==> src/rtl/multi_pwm_fader_pkg.sv <==
// Shared types, default sizes and the saturating fade-step helper for multi_pwm_fader.
package multi_pwm_fader_pkg;

  localparam int unsigned PWM_WIDTH  = 8;
  localparam int unsigned PWM_NUM_CH = 8;

  typedef logic [PWM_WIDTH-1:0] duty_t;

  // Move cur one step toward tgt, landing exactly on tgt instead of overshooting.
  // Operands are carried at 32 bits so cur + step can never wrap for duty widths up to 31.
  function automatic logic [31:0] step_toward(input logic [31:0] cur,
                                              input logic [31:0] tgt,
                                              input logic [31:0] step);
    logic [31:0] res;
    res = cur;
    if (cur < tgt) begin
      res = ((tgt - cur) <= step) ? tgt : cur + step;
    end else if (cur > tgt) begin
      res = ((cur - tgt) <= step) ? tgt : cur - step;
    end
    return res;
  endfunction

endpackage

==> src/rtl/pwm_fader_channel.sv <==
// One PWM channel: target synchroniser with stability filter, faded duty and output compare.
module pwm_fader_channel
  import multi_pwm_fader_pkg::*;
#(
  parameter int unsigned WIDTH = PWM_WIDTH,
  parameter int unsigned STEP  = 1
) (
  input  logic             clk,
  input  logic             reset,
  input  logic [WIDTH-1:0] target,
  input  logic [WIDTH-1:0] counter,
  input  logic             step_evt,
  output logic             pwm,
  output logic [WIDTH-1:0] cur_duty,
  output logic [WIDTH-1:0] tgt_q
);

  logic [WIDTH-1:0] s1;
  logic [WIDTH-1:0] s2;
  logic [WIDTH-1:0] s3;

  // Two-flop synchroniser; tgt_q only takes a value that held for two clk cycles,
  // so a multi-bit target caught mid-change never reaches the fade logic.
  always_ff @(posedge clk or posedge reset) begin
    if (reset) begin
      s1    <= '0;
      s2    <= '0;
      s3    <= '0;
      tgt_q <= '0;
    end else begin
      s1 <= target;
      s2 <= s1;
      s3 <= s2;
      if (s2 == s3) begin
        tgt_q <= s2;
      end
    end
  end

  // Duty moves only on the period boundary; output is high while counter < duty.
  always_ff @(posedge clk or posedge reset) begin
    if (reset) begin
      cur_duty <= '0;
      pwm      <= 1'b0;
    end else begin
      if (step_evt) begin
        cur_duty <= WIDTH'(step_toward(32'(cur_duty), 32'(tgt_q), 32'(STEP)));
      end
      pwm <= (counter < cur_duty);
    end
  end

endmodule

==> src/rtl/multi_pwm_fader.sv <==
// Multi-channel fading PWM generator sharing one period counter and fade divider.
module multi_pwm_fader
  import multi_pwm_fader_pkg::*;
#(
  parameter int unsigned NUM_CH   = PWM_NUM_CH,
  parameter int unsigned WIDTH    = PWM_WIDTH,
  parameter int unsigned STEP     = 1,
  parameter int unsigned FADE_DIV = 4
) (
  input  logic                    clk,
  input  logic                    reset,
  input  logic [NUM_CH*WIDTH-1:0] target_duty,
  output logic [NUM_CH-1:0]       pwm_out,
  output logic                    period_start,
  output logic                    fading
);

  localparam int unsigned     FW        = (FADE_DIV > 1) ? $clog2(FADE_DIV) : 1;
  localparam logic [WIDTH-1:0] CNT_LAST = '1;
  localparam logic [FW-1:0]    FADE_LAST = FW'(FADE_DIV - 1);

  logic [WIDTH-1:0]  counter;
  logic [FW-1:0]     fade_cnt;
  logic              wrap;
  logic              step_evt;
  logic [NUM_CH-1:0] differs;

  assign wrap     = (counter == CNT_LAST);
  assign step_evt = wrap && (fade_cnt == FADE_LAST);

  // Free-running period counter and the period divider that paces fade steps.
  always_ff @(posedge clk or posedge reset) begin
    if (reset) begin
      counter  <= '0;
      fade_cnt <= '0;
    end else begin
      counter <= counter + WIDTH'(1);
      if (wrap) begin
        fade_cnt <= (fade_cnt == FADE_LAST) ? '0 : fade_cnt + FW'(1);
      end
    end
  end

  // Registered period marker and the any-channel-still-fading flag.
  always_ff @(posedge clk or posedge reset) begin
    if (reset) begin
      period_start <= 1'b0;
      fading       <= 1'b0;
    end else begin
      period_start <= (counter == '0);
      fading       <= |differs;
    end
  end

  for (genvar i = 0; i < NUM_CH; i++) begin : g_ch
    logic [WIDTH-1:0] cur;
    logic [WIDTH-1:0] tgt;

    pwm_fader_channel #(
      .WIDTH (WIDTH),
      .STEP  (STEP)
    ) u_ch (
      .clk      (clk),
      .reset    (reset),
      .target   (target_duty[i*WIDTH +: WIDTH]),
      .counter  (counter),
      .step_evt (step_evt),
      .pwm      (pwm_out[i]),
      .cur_duty (cur),
      .tgt_q    (tgt)
    );

    assign differs[i] = (cur != tgt);
  end

endmodule
==> config.mk <==
export PLATFORM = sky130hd
export DESIGN_NAME = multi_pwm_fader
export DESIGN_NICKNAME = d
export VERILOG_FILES = /design/src/rtl/multi_pwm_fader_pkg.sv /design/src/rtl/pwm_fader_channel.sv /design/src/rtl/multi_pwm_fader.sv
export SDC_FILE = /design/constraint.sdc
export NUM_CORES = 1
export LEC_CHECK = 0
export CORE_UTILIZATION = 40
export CTS_CLUSTER_DIAMETER = 30
export CTS_CLUSTER_SIZE = 16
export DETAILED_ROUTE_END_ITERATION = 10
export PLACE_DENSITY_LB_ADDON = 0.2
export SETUP_SLACK_MARGIN = 0.4
export SLEW_MARGIN = 20
export SYNTH_ARGS = -nofsm -noshare
export SYNTH_HDL_FRONTEND = slang
export SYNTH_SLANG_ARGS = --single-unit
==> constraint.sdc <==
create_clock -name clk -period 24.1 [get_ports clk]
set_input_delay 7.23 -clock clk [delete_from_list [all_inputs] [get_ports clk]]
set_output_delay 7.23 -clock clk [all_outputs]
set_load 0.005 [all_outputs]
# Yosys cells after proc, flatten, opt, wreduce, memory -nomap -nowiden
# Cells that the tools add are included.
[classes]
reduce_logical = 19
mux = 33
n_addsub = 34
magnitude_cmp = 40
eq_ne = 18
[op_table]
columns = ["operator", "count"]
rows = [
  ["$le 32x1->1 const B", 16],
  ["$mux 8", 32],
  ["$sub 8x8->9", 16],
  ["$lt 8x8->1", 16],
  ["$add 8x1->8 const B", 9],
  ["$eq 8x8->1", 8],
  ["$gt 8x8->1", 8],
  ["$ne 8x8->1", 8],
  ["$sub 8x1->8 const B", 8],
  ["$reduce_and 2->1", 8],
  ["$reduce_bool 2->1", 8],
  ["$eq 8x8->1 const B", 1],
  ["$logic_not 8->1", 1],
  ["$reduce_or 8->1", 1],
  ["$add 2x1->2 const B", 1],
  ["$eq 2x2->1 const B", 1],
  ["$mux 2", 1],
  ["$logic_and 1x1->1", 1],
]
[word_totals]
input_bits = 66
register_bits = 340

# Depth between registers and ports, before layout
[logic_depth]
ltp_word = 5
mapped_depth = 14

# Hierarchy
# Synthesis repeated with hierarchy kept, for this count alone.
[hier_totals]
cells_unflattened = 2395
area_unflattened_um2 = 23493.8
[modules_own_cells]
columns = ["module", "area_per_inst_um2", "cells_each", "seq_area_each_um2", "n_inst"]
rows = [
  ["pwm_fader_channel", 2786.4, 284, 1026.0, 8],
  ["multi_pwm_fader", 1202.4, 123, 300.3, 1],
]

# Least setup slack after synthesis
# No wires, ideal clock.
[synth_path]
kind = "reg2out"
from = "register g_ch[0].u_ch.pwm"
to = "output pwm_out[0]"
stages_incl_launch_ff = 2
slack_ps = 16412
arrival_ps = 458
t_required_ps = 16870
path_buffers = 1
path_cell_list = "dfrtp_1 -> buf_4"
[synth_lines]
columns = ["element", "line_no", "rtl"]
rows = [
  ["start: declaration", "pwm_fader_channel.sv:13", "output logic pwm,"],
  ["start signal: assignment", "pwm_fader_channel.sv:49", "pwm <= (counter < cur_duty);"],
  ["end: declaration", "multi_pwm_fader.sv:13", "output logic [NUM_CH-1:0] pwm_out,"],
]
# No word-level cell between the ends.

==> impl_metrics.ini <==
[power_and_ir_drop]
powerDensity_mw_per_mm2 = 91.0
leakagePower_nw = 11.1
pwr-share-clk = 0.446
power.share.sequential = 0.275
p_int_mw = 1.55
p_sw_frac = 0.332
netSwitchingPower_uw = 771
combPwrFrac = 0.279
irDropWorstVdd_mv = 0.0534

[synth]
async_flop_share = 1.00
synth.area.mux_share = 0.0295
synth_top_family_by_area = compound AO/OA/AOI/OAI gates
syn_inst = 2235
synth-xor-area-share = 0.0516
synthTopCellsByArea = dfrtp_1 (39%), ha_1 (12%), inv_1 (3.4%)
synth_area_mm2 = 0.0216
synth_top_area_cell = dfrtp_1
ys_types = 94
ys_seq_elements = 340
ys_seq_area_frac = 0.394
synth_compound_area_frac = 0.200
synth_warnings = 0
ys.flop_type = dfrtp_1
syn-mean-instance-area_um2 = 9.65
yosysTopAreaCellShare = 0.394
synthSimpleGateAreaFrac = 0.137
syn_nets = 2528
synth-adder-area-share = 0.137
synth-edff-count = 0

[placement]
gp_congestion = 0.920
dp_hpwl_um = 38300
dp_worst_setup_slack_ns = 14.21
numPortBuffers = 75

[clock_network]
clk_latency_ns = 0.60
hold_buffers = 0
cts.sinks = 340
cts_resized = 0
htreeDepth = 3
clk_pin_slew_ns = 0.05
cts_tree = built
cts_made_buffers = 74
clock-root-buffer = clkbuf_16
cts_post_setup_buffers_inserted = 0
cts_buffer_depth = 3

[global_routing]
grt_overflow_total = 0
antenna_found_initial = 0
grt_first_pass_wirelength_um = 88500
grt_max_degree = 84
grt_pass1_vias = 17200
grt_usage = 0.200

[worst_setup_path]
slowest_delay_ns = 0.78
crit_chain = clkdlybuf4s50_1 -> inv_8 -> buf_4 -> buf_4
cp.arrival_ns = 9.69
cp.required_ns = 24.69
cp_max_fo = 83
r2r_slack_ns = 19.99
endpoint = g_ch[7].u_ch.cur_duty[7]
timing.rr.start = g_ch[7].u_ch.tgt_q[0]
path_class = in -> async
cp-start-kind = primary input
worstSetupEndpointType = async pin
crit_path_top_delay_cell = buf_4
r2r_end = g_ch[7].u_ch.cur_duty[3]
cp-startpoint = reset
cpMostUsedCell = buf_4
r2r_cells = 13

[sta]
layout_setup_ws_ns = 15.00
setup_tns_ns = 0
period_minus_slack_ns = 9.10
slew_violations = 0
tightest_slew_ns = 0.988
hold_viol = 0
setup_viol = 0
fin_crit_sh = 0.378
clock.fmax_mhz = 110
relSlewSlack = 0.339
finClkSkew_ns = 0.0276
rsz0062_at_grt = no

[finish]
layout-drive-gt1-share = 0.0867
syn_to_final_growth_pct = 18.2
diodes = 0
nets = 2609

[routing]
ant_nets = 0
vias_per_cell = 5.70
num_vias = 17500
drc = 3
wl_per_cell_um = 17.4
drt_iter0_markers = 1351
routed_wl_um = 53400
firstDrtPassIters = 9

[floorplan]
dieArea_mm2 = 0.0549
dieWidth_um = 234
start_util = 0.408
core-area_mm2 = 0.0529
die_y_um = 234
ios = 76
rows = 84

[run_status]
status = finished, violations left
violations = design-rule violations

[worst_hold_path]
hold_path.class = reg -> reg

[job]
max_cap_violations = 0
-- cells in the final DEF (no fill, tap or decap), types with 12 or more instances in the layout --
| cell type | Yosys | final |
|---|---|---|
| nor3_1 | 45 | 45 |
| o21ai_1 | 23 | 24 |
| nor2_1 | 99 | 99 |
| o22ai_1 | 25 | 25 |
| nand4_1 | 33 | 33 |
| a31oi_1 | 16 | 16 |
| clkdlybuf4s50_1 | 0 | 75 |
| mux2i_1 | 13 | 13 |
| nand3_1 | 66 | 66 |
| a21o_1 | 57 | 57 |
| a21oi_1 | 142 | 142 |
| xnor2_1 | 69 | 69 |
| nand2_1 | 134 | 134 |
| nor4_1 | 31 | 31 |
| dfrtp_1 | 340 | 340 |
| ha_1 | 211 | 211 |
| a22oi_1 | 12 | 12 |
| xor2_1 | 58 | 58 |
| o21ai_0 | 114 | 113 |
| mux2_2 | 42 | 42 |
| fa_1 | 16 | 16 |
| a211oi_1 | 15 | 15 |
| o21a_1 | 26 | 26 |
| nand2b_1 | 36 | 36 |
| clkbuf_16 | 0 | 75 |
| or3_1 | 23 | 23 |
| and3_1 | 16 | 16 |
| nor2b_1 | 47 | 47 |
| a221oi_1 | 19 | 19 |
| inv_1 | 198 | 197 |
| o221ai_1 | 23 | 23 |
| o211ai_1 | 18 | 18 |
| o31ai_1 | 12 | 12 |
-- layer usage --
layer,global-route usage,share of wire
met4,0.0702,0.027
met5,0,0
met3,0.0360,0.054
met2,0.320,0.47
met1,0.269,0.45
-- area by class of cell --
cell class / count / area (um^2)
clock buffers: 87 / 1990
clock inverters: 48 / 608
fillers: 4867 / 27400
inverters: 201 / 762
multi-input cells: 1618 / 12000
flip-flops and latches: 340 / 8510
well taps: 688 / 861
repair buffers: 81 / 800
-- kinds of logic after synthesis --
kind of cell	count (synthesis)
buffers and inverters	277
adder cells (fa/ha/maj)	227
AND/OR/NAND/NOR	575
XOR/XNOR	127
flip-flops	340
AO/OA/AOI/OAI	632
multiplexers	57
-- worst min-delay path by stage --
stage	slack, ns	startpoint	depth (start not counted)	endpoint
3_3_place_gp	0.33	g_ch[2].u_ch.s1[4]	0	g_ch[2].u_ch.s2[4]
6_report	0.33	g_ch[4].u_ch.s1[1]	0	g_ch[4].u_ch.s2[1]
3_5_place_dp	0.33	g_ch[4].u_ch.s1[3]	0	g_ch[4].u_ch.s2[3]
2_1_floorplan	0.33	g_ch[0].u_ch.s1[0]	0	g_ch[0].u_ch.s2[0]
5_1_grt	0.33	g_ch[4].u_ch.s1[1]	0	g_ch[4].u_ch.s2[1]
4_1_cts	0.33	g_ch[4].u_ch.s1[1]	0	g_ch[4].u_ch.s2[1]
-- per-stage QoR --
stage | utilization | cells | hold slack, ns | power (mW) | cell area, um^2
3_3_place_gp | 0.433 | 2928 | 0.332 | 1.27 | 22900
5_1_grt | 0.482 | 3063 | 0.335 | 2.45 | 25500
4_1_cts | 0.482 | 3063 | 0.331 | 2.33 | 25500
3_5_place_dp | 0.433 | 2928 | 0.335 | 1.28 | 22900
6_report | 0.482 | 3063 | 0.334 | 2.32 | 25500
2_1_floorplan | - | 2235 | 0.331 | 1.12 | 21600
-- cell usage after synthesis (all sizes together), types with 10 or more instances --
cell type,instances
o221ai,23
a21o,57
or3,23
inv,201
buf,25
nand3,66
o21a,26
nor2,99
nor3,45
dfrtp,340
a2111oi,12
o21ai,138
mux2,43
o211ai,18
fa,16
a31oi,16
xor2,58
nand4,33
o22ai,25
a221oi,19
o31ai,12
a21oi,142
clkbuf,51
o311ai,10
ha,211
nor2b,47
xnor2,69
nand2,135
nor4,32
nand2b,36
a211oi,15
and3,16
a22oi,12
mux2i,13
-- worst max-delay path: cells and delay by family --
family	cells	cell delay, ns
buf+inv	4	2.32
-- flip-flops by register name (all words and copies together), names as in the netlist --
name                flops
g_ch.u_ch.pwm           8
fade_cnt                2
g_ch.u_ch.cur_duty     64
g_ch.u_ch.s1           64
fading                  1
counter                 8
period_start            1
g_ch.u_ch.s2           64
g_ch.u_ch.s3           64
g_ch.u_ch.tgt_q        64
-- power groups by stage --
stage               sequential (mW)  clock (mW)  combinational [mW]
finish                        0.637        1.04               0.648
global route                  0.641        1.09               0.716
CTS                           0.638        1.06               0.638
detailed placement            0.647           0               0.633
global placement              0.646           0               0.625
floorplan                     0.633           0               0.492
(Power assumes the default switching activity.)
